[config.mk]
export PLATFORM = sky130hd
export DESIGN_NAME = micro_sequencer
export DESIGN_NICKNAME = d
export VERILOG_FILES = /design/src/rtl/micro_sequencer.sv
export SDC_FILE = /design/constraint.sdc
export NUM_CORES = 1
export LEC_CHECK = 0
export CAP_MARGIN = 20
export CORE_UTILIZATION = 65
export DETAILED_ROUTE_END_ITERATION = 8
export DONT_BUFFER_PORTS = 1
export GPL_TIMING_DRIVEN = 0
export PLACE_DENSITY_LB_ADDON = 0.05
export SLEW_MARGIN = 20
export SYNTH_ARGS = -nofsm -noshare
export SYNTH_HDL_FRONTEND = slang
export SYNTH_SLANG_ARGS = --single-unit
export TNS_END_PERCENT = 30
[constraint.sdc]
create_clock -name clk -period 6.3 [get_ports clk]
set_clock_uncertainty 0.1 [all_clocks]
set_input_delay 0.63 -clock clk [delete_from_list [all_inputs] [get_ports clk]]
set_output_delay 0.63 -clock clk [all_outputs]
set_load 0.01 [all_outputs]
[src/rtl/micro_sequencer.sv]
// micro_sequencer: programmable microcode sequencer driving a datapath's control bus.
//
// A writable table holds one entry per state. Each entry gives the control word for
// that state, two successor states and the condition that picks between them, and a
// "last" flag that ends the run. A start/done handshake launches a run from
// ENTRY_STATE, and cycle_cnt counts the busy cycles of the current or most recent run.
//
// Entry layout, MSB to LSB:
//   last[1] | cond_en[1] | cond_sel[SEL_W] | next_t[STATE_W] | next_f[STATE_W] | ctrl[CTRL_W]
//
// Ports:
//   clk        in   rising-edge clock
//   rst        in   synchronous active-high reset (table contents are kept)
//   start      in   launch the microprogram from ENTRY_STATE (ignored while busy)
//   busy       out  sequencer is running
//   done       out  one-cycle pulse after a last state completes
//   cond       in   datapath condition bits
//   ctrl_out   out  control word of the current state, zero while idle
//   state_out  out  current state index (debug)
//   cycle_cnt  out  busy cycles of the current or most recent run, saturating
//   prog_we    in   table write enable (ignored while busy)
//   prog_addr  in   table write address
//   prog_data  in   table write data
module micro_sequencer #(
  parameter int unsigned STATE_W     = 2,
  parameter int unsigned CTRL_W      = 2,
  parameter int unsigned COND_W      = 1,
  parameter int unsigned ENTRY_STATE = 0,
  parameter int unsigned CNT_W       = 16,
  localparam int unsigned SEL_W      = (COND_W > 1) ? $clog2(COND_W) : 1,
  localparam int unsigned ENTRY_W    = 2 + SEL_W + 2 * STATE_W + CTRL_W
) (
  input  logic               clk,
  input  logic               rst,
  input  logic               start,
  output logic               busy,
  output logic               done,
  input  logic [COND_W-1:0]  cond,
  output logic [CTRL_W-1:0]  ctrl_out,
  output logic [STATE_W-1:0] state_out,
  output logic [CNT_W-1:0]   cycle_cnt,
  input  logic               prog_we,
  input  logic [STATE_W-1:0] prog_addr,
  input  logic [ENTRY_W-1:0] prog_data
);

  localparam int unsigned Depth = 2 ** STATE_W;

  typedef enum logic [0:0] {StIdle, StRun} mode_e;

  mode_e              mode_q, mode_d;
  logic [STATE_W-1:0] state_q, state_d;
  logic [CNT_W-1:0]   cnt_q, cnt_d;
  logic               done_q, done_d;

  logic [ENTRY_W-1:0] tbl_q [Depth];

  // Decoded fields of the current state's entry.
  logic [ENTRY_W-1:0] ent;
  logic               ent_last;
  logic               ent_cond_en;
  logic [SEL_W-1:0]   ent_sel;
  logic [STATE_W-1:0] ent_next_t;
  logic [STATE_W-1:0] ent_next_f;
  logic [CTRL_W-1:0]  ent_ctrl;
  logic               cond_bit;
  logic               tbl_we;

  assign ent         = tbl_q[state_q];
  assign ent_last    = ent[ENTRY_W-1];
  assign ent_cond_en = ent[ENTRY_W-2];
  assign ent_sel     = ent[CTRL_W + 2 * STATE_W +: SEL_W];
  assign ent_next_t  = ent[CTRL_W + STATE_W +: STATE_W];
  assign ent_next_f  = ent[CTRL_W +: STATE_W];
  assign ent_ctrl    = ent[CTRL_W-1:0];

  // The table only changes while idle, so a run always sees a stable program.
  assign tbl_we = prog_we && (mode_q == StIdle);

  // Out-of-range selects fall back to cond[0].
  always_comb begin
    cond_bit = cond[0];
    for (int i = 0; i < COND_W; i++) begin
      if (ent_sel == SEL_W'(i)) begin
        cond_bit = cond[i];
      end
    end
  end

  always_comb begin
    mode_d  = mode_q;
    state_d = state_q;
    cnt_d   = cnt_q;
    done_d  = 1'b0;
    unique case (mode_q)
      StIdle: begin
        if (start) begin
          mode_d  = StRun;
          state_d = STATE_W'(ENTRY_STATE);
          cnt_d   = '0;
        end
      end
      StRun: begin
        if (cnt_q != {CNT_W{1'b1}}) begin
          cnt_d = cnt_q + CNT_W'(1);
        end
        if (ent_last) begin
          mode_d  = StIdle;
          done_d  = 1'b1;
          state_d = '0;
        end else if (ent_cond_en) begin
          state_d = cond_bit ? ent_next_t : ent_next_f;
        end else begin
          state_d = ent_next_t;
        end
      end
      default: mode_d = StIdle;
    endcase
  end

  always_ff @(posedge clk) begin
    if (rst) begin
      mode_q  <= StIdle;
      state_q <= '0;
      cnt_q   <= '0;
      done_q  <= 1'b0;
    end else begin
      mode_q  <= mode_d;
      state_q <= state_d;
      cnt_q   <= cnt_d;
      done_q  <= done_d;
    end
  end

  // Table storage is deliberately not reset.
  always_ff @(posedge clk) begin
    if (tbl_we) begin
      tbl_q[prog_addr] <= prog_data;
    end
  end

  assign busy      = (mode_q == StRun);
  assign done      = done_q;
  assign ctrl_out  = busy ? ent_ctrl : '0;
  assign state_out = state_q;
  assign cycle_cnt = cnt_q;

endmodule

* Word level (Yosys, flattened, before mapping)
Memories as Yosys holds them, arrays and structs flattened. A register that Yosys moved wholly into a read port is not among the register bits.
Index checks and enable logic that the tools add are counted.
** Storage, ports and cells
- Bits in registers :: 20
- Logic and storage cells :: 30
- Bits in read-only memories :: 0
- Memories kept :: 1
- Latch bits :: 0
- Bits in writable memories :: 36
** Memory list
- tbl_q :: words 4, bits a word 9, rd ports 1, clocked after memory_dff 1, write ports 1, line 56 : logic [ENTRY_W-1:0] tbl_q [Depth];
** Operators by class
- Equality and inequality tests :: 3
- Add/sub/neg operators :: 1
- Reductions and logical operators :: 3
- Mux-type cells :: 17
- Div/mod/pow operators :: 0
- Bitwise operators :: 1
- Shifts and indexed selects :: 0
- Multiply operators :: 0
- Order comparisons :: 0
** Operators with widths (number)
- 16-bit 2-to-1 mux :: 2
- 16-bit case mux with 2 select lines :: 1
- 16-bit by 1-bit adder with 16-bit output (second input constant) :: 1
- 16-bit inequality test (second input constant) :: 1
- 2-bit 2-to-1 mux :: 7
- 1-bit 2-to-1 mux :: 5
- 2-bit case mux with 2 select lines :: 1
- 2-bit by 1-bit inequality test with 1-bit output (second input constant) :: 1
- 2-bit inequality test (second input constant) :: 1
- 1-bit case mux with 2 select lines :: 1
- 2-bit AND reduction :: 1
- 2-bit OR reduction :: 1
- 1-bit logical AND :: 1
- 1-bit NOT :: 1

* Longest topological paths before layout
- Word-level depth :: 6
- Gate-level depth with buffers :: 7

* Worst setup path after synthesis
No wires, ideal clock.
- Path kind :: reg-to-reg
- Start point :: register mode_q, in the netlist busy
- End point :: memory tbl_q[0][0] (netlist name), enable pin
- Arrival :: 1.808 ns
- Library setup time :: 0.398 ns
- Path buffers :: 2
- Path slack :: 3.994 ns
- Clock period less this slack :: 2.306 ns
- Cell stages (with the launch flop) :: 4
- Cells stage by stage :: dfxtp_1 -> buf_1 -> clkbuf_1 -> nor4b_1
** On the way
- Word-level cells in the longest chain between the ends :: 4
** RTL lines
- from (decl) :: line 51 : mode_e mode_q, mode_d;
- from (signal assigned) :: line 123 : mode_q <= StIdle;
- from (signal assigned) :: line 128 : mode_q <= mode_d;
- 1-bit NOT
- 1-bit logical AND :: line 78 : assign tbl_we = prog_we && (mode_q == StIdle);
- 1-bit 2-to-1 mux :: line 137 : if (tbl_we) begin
- 1-bit 2-to-1 mux (implied by the code) :: line 138 : tbl_q[prog_addr] <= prog_data;
- to (decl) :: line 56
Every way passes these cells.

* Worst setup path after layout
- Start point :: register mode_q, in the netlist busy
- End point :: output ctrl_out[0]
** On the way
- Word-level cells in the longest chain between the ends :: 1
** RTL lines
- 2-bit 2-to-1 mux :: line 144 : assign ctrl_out = busy ? ent_ctrl : '0;
- to (decl) :: line 39 : output logic [CTRL_W-1:0] ctrl_out,
Every way passes these cells.

==> impl_metrics.json <==
{
  "status": "finished, final reports clean",
  "die_h_um": 61.2,
  "grt_antenna_before_repair": 0,
  "finalWeightedCongestion": 0.897,
  "crit_required_ns": 5.57,
  "vias": 1490,
  "diodes": 0,
  "core_sq_mm": 0.00334,
  "path_class": "flop to output pin",
  "synth_fp_nets": 185,
  "max_freq_ghz": 0.358,
  "wl_met3_um": 437,
  "grt_usage_pct": 25.3,
  "dp_slack_ns": 3.96,
  "wl_met2_um": 1950,
  "hold_buffers": 0,
  "synth_ff_type": "edfxtp_1",
  "maxCapViolations": 0,
  "min_period_ns": 2.80,
  "drt.antenna.violating_nets": 0,
  "finalHoldViolCount": 0,
  "grt_pass1_wl_um": 6500,
  "wirelength_um": 4300,
  "rows": 21,
  "drt_iter0_markers": 132,
  "ir_drop_mv": 0.162,
  "cts_resized": 0,
  "dpl.hpwl_um": 3070,
  "io_pins": 38,
  "slowest_stage": "dfxtp_1",
  "highest-signal-layer": "met4",
  "synth_seq_area_share_pct": 61.5,
  "viasPerCell": 6.62,
  "drc": 0,
  "start_util_pct": 68.3,
  "utilization_pct": 72.5,
  "synth_edf_count": 32,
  "clockBufferDepth": 2,
  "grt_overflow": 0,
  "syn_area_sq_mm": 0.00228,
  "period_share_pct": 44.4,
  "ys_ff_latch": 54,
  "cp_data_arrival_time_ns": 2.07,
  "die_w_um": 61.2,
  "finalSetupTns_ns": 0,
  "postCtsSetupBuffers": 0,
  "drive_above_1_share_pct": 19.0,
  "grt_pass1_vias": 1367,
  "worst_path_largest_cell_delay_ns": 0.50,
  "p_leak_uw": 0.000759,
  "yosys_warnings": 0,
  "cp-start-kind": "flop",
  "async_flop_share_pct": 0,
  "dr.pass1.iters": 4,
  "wl_met1_um": 1820,
  "yosysTopAreaCell": "edfxtp_1",
  "critPathBufInv": 2,
  "setup_violations": 0,
  "yosysMostFrequentCell": "edfxtp_1",
  "numPortBuffers": 0,
  "worst_pin_slew_ns": 0.537,
  "cp_top_family": "buffers and inverters",
  "slew_headroom_pct": 64.2,
  "powerDensity_mw_per_mm2": 230,
  "cp_max_fo": 10,
  "synth_area_leaders": "edfxtp_1 42%, dfxtp_1 19%, mux4_2 7.9%",
  "root_buffer": "clkbuf_4",
  "clk_pin_slew_worst_paths_ns": 0.15,
  "htreeDepth": 2,
  "cp-end-kind": "output pin",
  "path_cells": "buf_1 -> clkbuf_1 -> and2_1",
  "grt_setup_unrepaired": "false",
  "hold_class": "input port to flop",
  "dieArea_sq_mm": 0.00375,
  "cts.sinks": 54,
  "grt_max_degree": 16,
  "setup_slack_ns": 3.50,
  "synth.distinct_cells": 46,
  "synth_commonest_cells": "32 x edfxtp_1, 22 x dfxtp_1, 13 x nor2_1",
  "drt-wirelength-per-cell_um": 19.1,
  "cts_tree": "done",
  "maxSlewViolCount": 0,
  "syn_inst": 168,
  "yosys.area.top_type_share_pct": 42.2,
  "clk_latency_ns": 0.37,
  "avgSynthCellArea_sq_um": 13.6,
  "syn_to_final_growth_pct": 6.21,
  "cts_inserted_buffers": 5,
  "finalNetCount": 195
}
## cells in the final DEF, fill, tap and decap left out, types with 2 or more instances in the layout
cell / n
o31ai_1: 4
and2_1: 3
o211ai_2: 2
nor4bb_2: 2
nand4_1: 2
nor3_1: 4
nand3_1: 7
and3_1: 2
o211ai_1: 3
nand4b_1: 2
mux2_2: 2
mux4_2: 8
a21oi_1: 4
nor2_1: 13
nand2_1: 8
nand2b_1: 2
nor4_1: 3
o21ai_1: 5
xor2_1: 7
clkbuf_1: 3
edfxtp_1: 32
o21ai_0: 2
a22o_1: 2
dfxtp_1: 22
o21ai_2: 2
buf_2: 5
clkbuf_4: 5
## registers in the layout, indices dropped and copies added, names as in the netlist, named ones only
name / flops
cycle_cnt: 16
done: 1
state_out: 2
tbl_q: 32
busy: 1
## logic make-up (layout without fill, tap and decap cells)
logic type | Yosys count | after routing | share of synthesized area, %
multiplexers | 11 | 11 | 9.34
XOR/XNOR | 7 | 7 | 2.69
buffers and inverters | 7 | 18 | 1.59
adder cells (fa/ha/maj) | 1 | 1 | 0.549
AND/OR/NAND/NOR | 60 | 60 | 15.5
flip-flops | 54 | 54 | 61.5
AO/OA/AOI/OAI | 28 | 28 | 8.84
## metrics by stage
step | cells | total power [uW] | instance area [sq um] | hold WS [ns]
6_report | 225 | 557 | 2420 | 0.241
5_1_grt | 225 | 576 | 2420 | 0.218
4_1_cts | 225 | 558 | 2420 | 0.235
3_5_place_dp | 217 | 424 | 2370 | 0.468
3_3_place_gp | 214 | 421 | 2340 | 0.447
2_1_floorplan | 168 | 415 | 2280 | 0.427
## area by class of cell
| cell class | count | area [sq um] |
|---|---|---|
| well taps | 46 | 57.6 |
| fillers | 243 | 917 |
| clock inverters | 2 | 8.76 |
| multi-input cells | 107 | 860 |
| repair buffers | 3 | 15.0 |
| flip-flops and latches | 54 | 1400 |
| inverters | 1 | 3.75 |
| clock buffers | 6 | 41.3 |
| plain buffers | 6 | 32.5 |
## path summary, 6_finish.rpt
check / from / endpoint / slack (ns) / depth (start not counted)
setup / recovery: busy$_SDFF_PP0_ / ctrl_out[0] / 3.50 / 3
hold / removal: prog_data[1] / tbl_q[1][1]$_DFFE_PP_ / 0.24 / 0
setup reg to reg: cycle_cnt[0]$_SDFFE_PP0P_ / cycle_cnt[4]$_SDFFE_PP0P_ / 3.91 / 7
hold reg to reg: cycle_cnt[5]$_SDFFE_PP0P_ / cycle_cnt[5]$_SDFFE_PP0P_ / 0.49 / 2
## per-layer routing
metal,vias to the layer above,GRT usage [%]
met4,0,10.4
met5,-,0
met1,725,34.3
met3,9,9.03
met2,75,37.6
li1,681,-
## power breakdown
part / internal, uW / total (uW) / switching, uW
clock network: 41.8 / 141 / 99.5
logic: 11.6 / 29.1 / 17.5
registers: 382 / 387 / 4.57
No activity file was read; power rests on OpenSTA's default activity.
